--- src/rtl/hand_allocator_if.sv ---
// Player-side bus of the hand allocator: allocation handshake, release strobe and pool status.
interface hand_allocator_if #(
  parameter int unsigned NUM_REQ   = 4,
  parameter int unsigned NUM_SLOTS = 8,
  parameter int unsigned ADDR_W    = 10
);
  localparam int unsigned CntW = $clog2(NUM_SLOTS + 1);

  logic [NUM_REQ-1:0] req;
  logic [NUM_REQ-1:0] ack;
  logic [ADDR_W-1:0]  address;
  logic               free_valid;
  logic [ADDR_W-1:0]  free_addr;
  logic               free_err;
  logic               full;
  logic [CntW-1:0]    free_count;

  modport master (
    output req, free_valid, free_addr,
    input  ack, address, free_err, full, free_count
  );

  modport slave (
    input  req, free_valid, free_addr,
    output ack, address, free_err, full, free_count
  );
endinterface

--- src/rtl/hand_allocator.sv ---
// Hand-region allocator: arbitrates player requests and scans a free-slot bitmap one slot per cycle.
// Define HAND_ALLOC_PRIORITY_EN for fixed lowest-index priority instead of round-robin.
module hand_allocator #(
  parameter int unsigned NUM_REQ   = 4,
  parameter int unsigned NUM_SLOTS = 8,
  parameter int unsigned ADDR_W    = 10,
  parameter int unsigned SLOT_SIZE = 32,
  parameter int unsigned BASE_ADDR = 0
) (
  input  logic                  clock,
  input  logic                  reset,
  hand_allocator_if.slave       alloc_io
);
  localparam int unsigned SlotW     = (NUM_SLOTS > 1) ? $clog2(NUM_SLOTS) : 1;
  localparam int unsigned ReqW      = (NUM_REQ > 1) ? $clog2(NUM_REQ) : 1;
  localparam int unsigned CntW      = $clog2(NUM_SLOTS + 1);
  localparam int unsigned SlotShift = $clog2(SLOT_SIZE);

  localparam logic [1:0] StIdle   = 2'd0;
  localparam logic [1:0] StSearch = 2'd1;
  localparam logic [1:0] StGrant  = 2'd2;

  logic [1:0]           state_q, state_d;
  logic [NUM_SLOTS-1:0] used_q, used_d;
  logic [ReqW-1:0]      rr_ptr_q, rr_ptr_d;
  logic [SlotW-1:0]     next_slot_q, next_slot_d;
  logic [ReqW-1:0]      winner_q, winner_d;
  logic [SlotW-1:0]     scan_q, scan_d;
  logic [ADDR_W-1:0]    address_q, address_d;
  logic [NUM_REQ-1:0]   ack_q, ack_d;
  logic                 free_err_q, free_err_d;
  logic [CntW-1:0]      count_q, count_d;
  logic                 full_q, full_d;

  // Release decode
  logic [ADDR_W:0]    rel_off;
  logic [ADDR_W-1:0]  rel_idx;
  logic [SlotW-1:0]   rel_slot;
  logic               rel_ok, rel_err;

  always_comb begin
    rel_off  = {1'b0, alloc_io.free_addr} - (ADDR_W + 1)'(BASE_ADDR);
    rel_idx  = rel_off[ADDR_W-1:0] >> SlotShift;
    rel_slot = rel_idx[SlotW-1:0];
    rel_ok   = alloc_io.free_valid && !rel_off[ADDR_W]
               && ((rel_off[ADDR_W-1:0] & ADDR_W'(SLOT_SIZE - 1)) == '0)
               && (rel_idx < ADDR_W'(NUM_SLOTS))
               && used_q[rel_slot];
    rel_err  = alloc_io.free_valid && !rel_ok;
  end

  // The requester just acked still holds req for a cycle; keep it out of the next arbitration.
  logic [NUM_REQ-1:0] req_eff;
  logic [ReqW-1:0]    pick;
  logic [ReqW-1:0]    cand;
  logic               found;

  always_comb begin
    req_eff = alloc_io.req & ~ack_q;
    pick    = '0;
    cand    = '0;
    found   = 1'b0;
    for (int unsigned i = 0; i < NUM_REQ; i++) begin
`ifdef HAND_ALLOC_PRIORITY_EN
      cand = ReqW'(i);
`else
      cand = ReqW'((32'(rr_ptr_q) + i) % NUM_REQ);
`endif
      if (!found && req_eff[cand]) begin
        pick  = cand;
        found = 1'b1;
      end
    end
  end

  logic [SlotW-1:0] scan_inc;
  logic [ReqW-1:0]  winner_inc;
  logic             hit;

  assign scan_inc   = (scan_q == SlotW'(NUM_SLOTS - 1)) ? '0 : scan_q + SlotW'(1);
  assign winner_inc = (winner_q == ReqW'(NUM_REQ - 1)) ? '0 : winner_q + ReqW'(1);

  always_comb begin
    state_d     = state_q;
    used_d      = used_q;
    rr_ptr_d    = rr_ptr_q;
    next_slot_d = next_slot_q;
    winner_d    = winner_q;
    scan_d      = scan_q;
    address_d   = address_q;
    ack_d       = '0;
    free_err_d  = rel_err;
    hit         = 1'b0;

    case (state_q)
      StIdle: begin
        if ((req_eff != '0) && (count_q != '0)) begin
          winner_d = pick;
          scan_d   = next_slot_q;
          state_d  = StSearch;
        end
      end
      StSearch: begin
        if (!used_q[scan_q]) begin
          hit     = 1'b1;
          state_d = StGrant;
        end else begin
          scan_d = scan_inc;
        end
      end
      StGrant: begin
        ack_d[winner_q] = 1'b1;
        address_d       = ADDR_W'(BASE_ADDR) + (ADDR_W'(scan_q) << SlotShift);
`ifndef HAND_ALLOC_PRIORITY_EN
        rr_ptr_d        = winner_inc;
`endif
        next_slot_d     = scan_inc;
        state_d         = StIdle;
      end
      default: state_d = StIdle;
    endcase

    // A hit slot is free and a released slot is used, so these never collide.
    if (rel_ok) used_d[rel_slot] = 1'b0;
    if (hit)    used_d[scan_q]   = 1'b1;

    count_d = count_q + CntW'(rel_ok) - CntW'(hit);
    full_d  = (count_d == '0);
  end

  always_ff @(posedge clock) begin
    if (reset) begin
      state_q     <= StIdle;
      used_q      <= '0;
      rr_ptr_q    <= '0;
      next_slot_q <= '0;
      winner_q    <= '0;
      scan_q      <= '0;
      address_q   <= '0;
      ack_q       <= '0;
      free_err_q  <= 1'b0;
      count_q     <= CntW'(NUM_SLOTS);
      full_q      <= 1'b0;
    end else begin
      state_q     <= state_d;
      used_q      <= used_d;
      rr_ptr_q    <= rr_ptr_d;
      next_slot_q <= next_slot_d;
      winner_q    <= winner_d;
      scan_q      <= scan_d;
      address_q   <= address_d;
      ack_q       <= ack_d;
      free_err_q  <= free_err_d;
      count_q     <= count_d;
      full_q      <= full_d;
    end
  end

  assign alloc_io.ack        = ack_q;
  assign alloc_io.address    = address_q;
  assign alloc_io.free_err   = free_err_q;
  assign alloc_io.full       = full_q;
  assign alloc_io.free_count = count_q;
endmodule

--- src/flat_wrapper.sv ---
// flat-port wrapper written by rule: the top's interface ports become plain ports
module hand_allocator_flat 
#(
  parameter int unsigned NUM_REQ   = 4,
  parameter int unsigned NUM_SLOTS = 8,
  parameter int unsigned ADDR_W    = 10,
  parameter int unsigned SLOT_SIZE = 32,
  parameter int unsigned BASE_ADDR = 0
)
  (clock, reset, alloc_io_req, alloc_io_free_valid, alloc_io_free_addr, alloc_io_ack, alloc_io_address, alloc_io_free_err, alloc_io_full, alloc_io_free_count);
  hand_allocator_if #(.NUM_REQ(NUM_REQ), .NUM_SLOTS(NUM_SLOTS), .ADDR_W(ADDR_W)) alloc_io_i ();
  input  logic clock;
  input  logic reset;
  input wire logic [$bits(alloc_io_i.req)-1:0] alloc_io_req;
  input wire logic [$bits(alloc_io_i.free_valid)-1:0] alloc_io_free_valid;
  input wire logic [$bits(alloc_io_i.free_addr)-1:0] alloc_io_free_addr;
  output wire logic [$bits(alloc_io_i.ack)-1:0] alloc_io_ack;
  output wire logic [$bits(alloc_io_i.address)-1:0] alloc_io_address;
  output wire logic [$bits(alloc_io_i.free_err)-1:0] alloc_io_free_err;
  output wire logic [$bits(alloc_io_i.full)-1:0] alloc_io_full;
  output wire logic [$bits(alloc_io_i.free_count)-1:0] alloc_io_free_count;
  assign alloc_io_i.req = alloc_io_req;
  assign alloc_io_i.free_valid = alloc_io_free_valid;
  assign alloc_io_i.free_addr = alloc_io_free_addr;
  assign alloc_io_ack = alloc_io_i.ack;
  assign alloc_io_address = alloc_io_i.address;
  assign alloc_io_free_err = alloc_io_i.free_err;
  assign alloc_io_full = alloc_io_i.full;
  assign alloc_io_free_count = alloc_io_i.free_count;
  hand_allocator #(.NUM_REQ(NUM_REQ), .NUM_SLOTS(NUM_SLOTS), .ADDR_W(ADDR_W), .SLOT_SIZE(SLOT_SIZE), .BASE_ADDR(BASE_ADDR)) u_core (.clock(clock), .reset(reset), .alloc_io(alloc_io_i));
endmodule
--- config.mk ---
export PLATFORM = sky130hd
export DESIGN_NAME = hand_allocator_flat
export DESIGN_NICKNAME = d
export VERILOG_FILES = /design/src/rtl/hand_allocator_if.sv /design/src/rtl/hand_allocator.sv /design/src/flat_wrapper.sv
export SDC_FILE = /design/constraint.sdc
export NUM_CORES = 1
export LEC_CHECK = 0
export BUFFER_PORTS_ARGS = -buffer_cell sky130_fd_sc_hd__buf_2
export CORE_MARGIN = 2
export CORE_UTILIZATION = 55
export CTS_BUF_LIST = sky130_fd_sc_hd__clkbuf_4 sky130_fd_sc_hd__clkbuf_8 sky130_fd_sc_hd__clkbuf_16
export CTS_CLUSTER_DIAMETER = 80
export DETAILED_ROUTE_END_ITERATION = 8
export PLACE_DENSITY_LB_ADDON = 0.2
export REMOVE_ABC_BUFFERS = 1
export SKIP_LAST_GASP = 1
export SLEW_MARGIN = 20
export SYNTH_ARGS = -nofsm -noshare
export SYNTH_HDL_FRONTEND = slang
export SYNTH_SLANG_ARGS = --single-unit
--- constraint.sdc ---
create_clock -name clock -period 3.2 [get_ports clock]
set_input_delay 0.64 -clock clock [delete_from_list [all_inputs] [get_ports clock]]
set_output_delay 0.64 -clock clock [all_outputs]
set_load 0.01 [all_outputs]
==> results.toml <==
[yosys]
synth_edf_count = 0
synth_area_leaders = "dfxtp_1 35%, ha_1 7.3%, a21oi_1 5.0%"
netlist_instances = 207
synth_most_common_cell = "dfxtp_1"
synth-async-reset-ratio_pct = 0
ys_ff_latch = 33
synth_ff_type = "dfxtp_1"
yosys_warnings = 0
yosys.area.top_type = "dfxtp_1"
avgSynthCellArea_um2 = 9.145
synth_area_um2 = 1893
synth_cell_types = 48
yosys-top-cells-count = "33 x dfxtp_1, 19 x a21oi_1, 18 x nand2_1"
yosys.area.top_type_share_pct = 34.90
ys_seq_area_share_pct = 34.90

[final_layout]
ff_latch_area_um2 = 660.6
area_growth_pct = 9.716
final_cells = 283
drive_gt1_share_pct = 22.36
final_area_um2 = 2077
fillCellCount = 300
nets = 265
multi_input_area_um2 = 1069
antenna_cells = 0

[worst_setup_path]
critPathMaxFanout = 8
worstSetupPathType = "reg2reg"
max_stage_delay_ps = 500
worstReg2RegStart = "u_core.scan_q[1]"
cp_top_family = "simple AND/OR/NAND/NOR gates"
crit_slowest_cell = "dfxtp_1"
startpoint_type = "flop"
path_common_cell = "ha_1"
critical_path.endpoint_type = "flop"
startpoint = "u_core.scan_q[1]"
cp.required_ps = 3450
cp.arrival_ps = 3090
worst-path-buf-inv = 2
path_cells = "buf_4 -> mux2i_1 -> and2_4 -> nor4_4 -> nor2_1 -> ha_1 -> inv_1 -> ha_1 -> a21o_1 -> a21oi_1 -> xnor2_1 -> nand2b_1 -> nor4b_1"

[clocking]
cts_hold_buffers = 0
clock_latency_ps = 340
htree_levels = 2
cts-resized-gates = 0
numClockSinks = 33
clk_path_buf_depth = 2
cts_setup_buffers = 0
cts_buffers = 5
clkTransAtPathRegs_ps = 100
clock-root-buffer = "clkbuf_4"
cts_tree = "done"

[sta]
setup_viol_count_final = 0
final_max_slew_viol_count = 0
post-route-period-util_pct = 88.92
setup-tns-final_ps = 0
rsz0062_at_grt = "no"
fin_ws_ps = 354.6
fmax_ghz = 0.3514
relSlewSlack_pct = 62.09
max_slew.worst_pin.slew_ps = 567.4
skew_ps = 4.326
layout_min_cycle_time_ps = 2845
hold_viol = 0

[grt]
grt_pass1_vias = 1395
overflow = 0
antenna_found_initial = 0
grt_usage_pct = 18.93
grt_max_degree = 31
grt_pass1_wl_mm = 6.016

[flow_run]
cap_violations = 0

[hold_path]
min_path_type = "reg2reg"
hold_start = "u_core.alloc_io.address[7]"

[drt]
drt-total-wl_mm = 3.424
dr.pass1.iters = 4
ant_nets = 0
vias = 1486
drc = 0
wire_per_inst_um = 12.10
wl_met2_mm = 1.533
drt_iter0_markers = 62
dr.max_layer_used = "met4"
wl_met3_um = 164
viasPerCell = 5.251
wl_met1_mm = 1.651

[floorplan]
io_pins = 37
start_util_pct = 57.18
coreArea_um2 = 3311
die_area_um2 = 3928
rows = 21
die_w_um = 62.67
die_h_um = 62.67

[place]
dp_hpwl_mm = 2.601
preCtsSetupSlack_ps = 358.1
post-place-cells = 275
io_buffers = 29
gp_congestion = 0.8075
place_area_um2 = 1988

[status]
outcome = "finished, final reports clean"

[power_and_ir_drop]
finalPower_mw = 1.509
power_density_nw_per_um2 = 726.6
irDropWorstVdd_mv = 0.4747
leakage_nw = 0.8522
sequential cells by signal, summed over array words and instances (netlist names):
register,flops
u_core.rr_ptr_q,2
u_core.alloc_io.free_count,4
u_core.alloc_io.address,3
u_core.state_q,2
u_core.scan_q,3
u_core.used_q,8
u_core.winner_q,2
u_core.next_slot_q,3
u_core.alloc_io.free_err,1
u_core.alloc_io.full,1
u_core.alloc_io.ack,4
per-stage QoR:
stage / hold WS [ps] / utilization (%)
after floorplan: 430.0 / -
final: 455.3 / 62.74
after global placement: 442.5 / 60.05
after detailed placement: 444.4 / 60.05
after CTS: 458.8 / 62.74
after global routing: 481.9 / 62.74
report_power, final:
group          leakage (nW)  switching (mW)  total (mW)  internal [mW]
Clock                0.0489           0.143       0.338          0.195
Combinational         0.535           0.335       0.623          0.288
Sequential            0.268          0.0689       0.548          0.479
Total                 0.852           0.547        1.51          0.962
logic make-up (layout without fill, tap and decap cells):
logic type	Yosys count	count (layout)	share of synthesized area, %
AOI/OAI and AO/OA	45	45	15.27
xor gates and xnor gates	2	2	0.9255
adders and majority gates	12	12	8.328
buffers and inverters	26	50	9.848
DFF	33	33	34.90
muxes	7	7	5.089
other	1	7	0.1981
and+or+nand+nor	81	81	25.45
tightest hold or removal path, delay by kind of cell (launching register included):
family             cells  cell delay (ps)
AOI/OAI and AO/OA      1               50
and+or+nand+nor        1               50
DFF                    1              320
placed cells by master (no fill, tap or decap), drive strengths merged, types with 4 or more instances in the layout:
| cell | instances |
|---|---|
| buf | 31 |
| a311oi | 4 |
| nand2b | 8 |
| a31oi | 4 |
| ha | 11 |
| mux2i | 4 |
| a21oi | 19 |
| nand3 | 5 |
| dfxtp | 33 |
| nor2b | 11 |
| clkbuf | 7 |
| conb | 7 |
| and2 | 7 |
| nor2 | 12 |
| inv | 11 |
| o21ai | 10 |
| nand2 | 18 |
final cells by class:
class / instances / share of cell area, %
clock buffer: 7 / 2.831
tap: 46 / 2.771
inverter: 11 / 1.988
clock inverter: 1 / 1.446
timing repair buffer: 31 / 7.711
multi-input combinational: 154 / 51.45
sequential: 33 / 31.81
per-layer routing:
layer | up-vias | GRT usage (%)
met5 | - | 0
met4 | 0 | 7.500
met3 | 11 | 3.423
met2 | 43 | 30.91
met1 | 654 | 24.77
li1 | 778 | -
final timing paths:
| check | slack (ps) | depth (start not counted) | end |
|---|---|---|---|
| hold / removal | 460 | 2 | u_core.alloc_io.address[7] |
| setup / recovery | 350 | 13 | u_core.alloc_io.full |
| setup reg to reg | 350 | 13 | u_core.alloc_io.full |
| hold reg to reg | 460 | 2 | u_core.alloc_io.address[7] |
(Power assumes the default switching activity.)
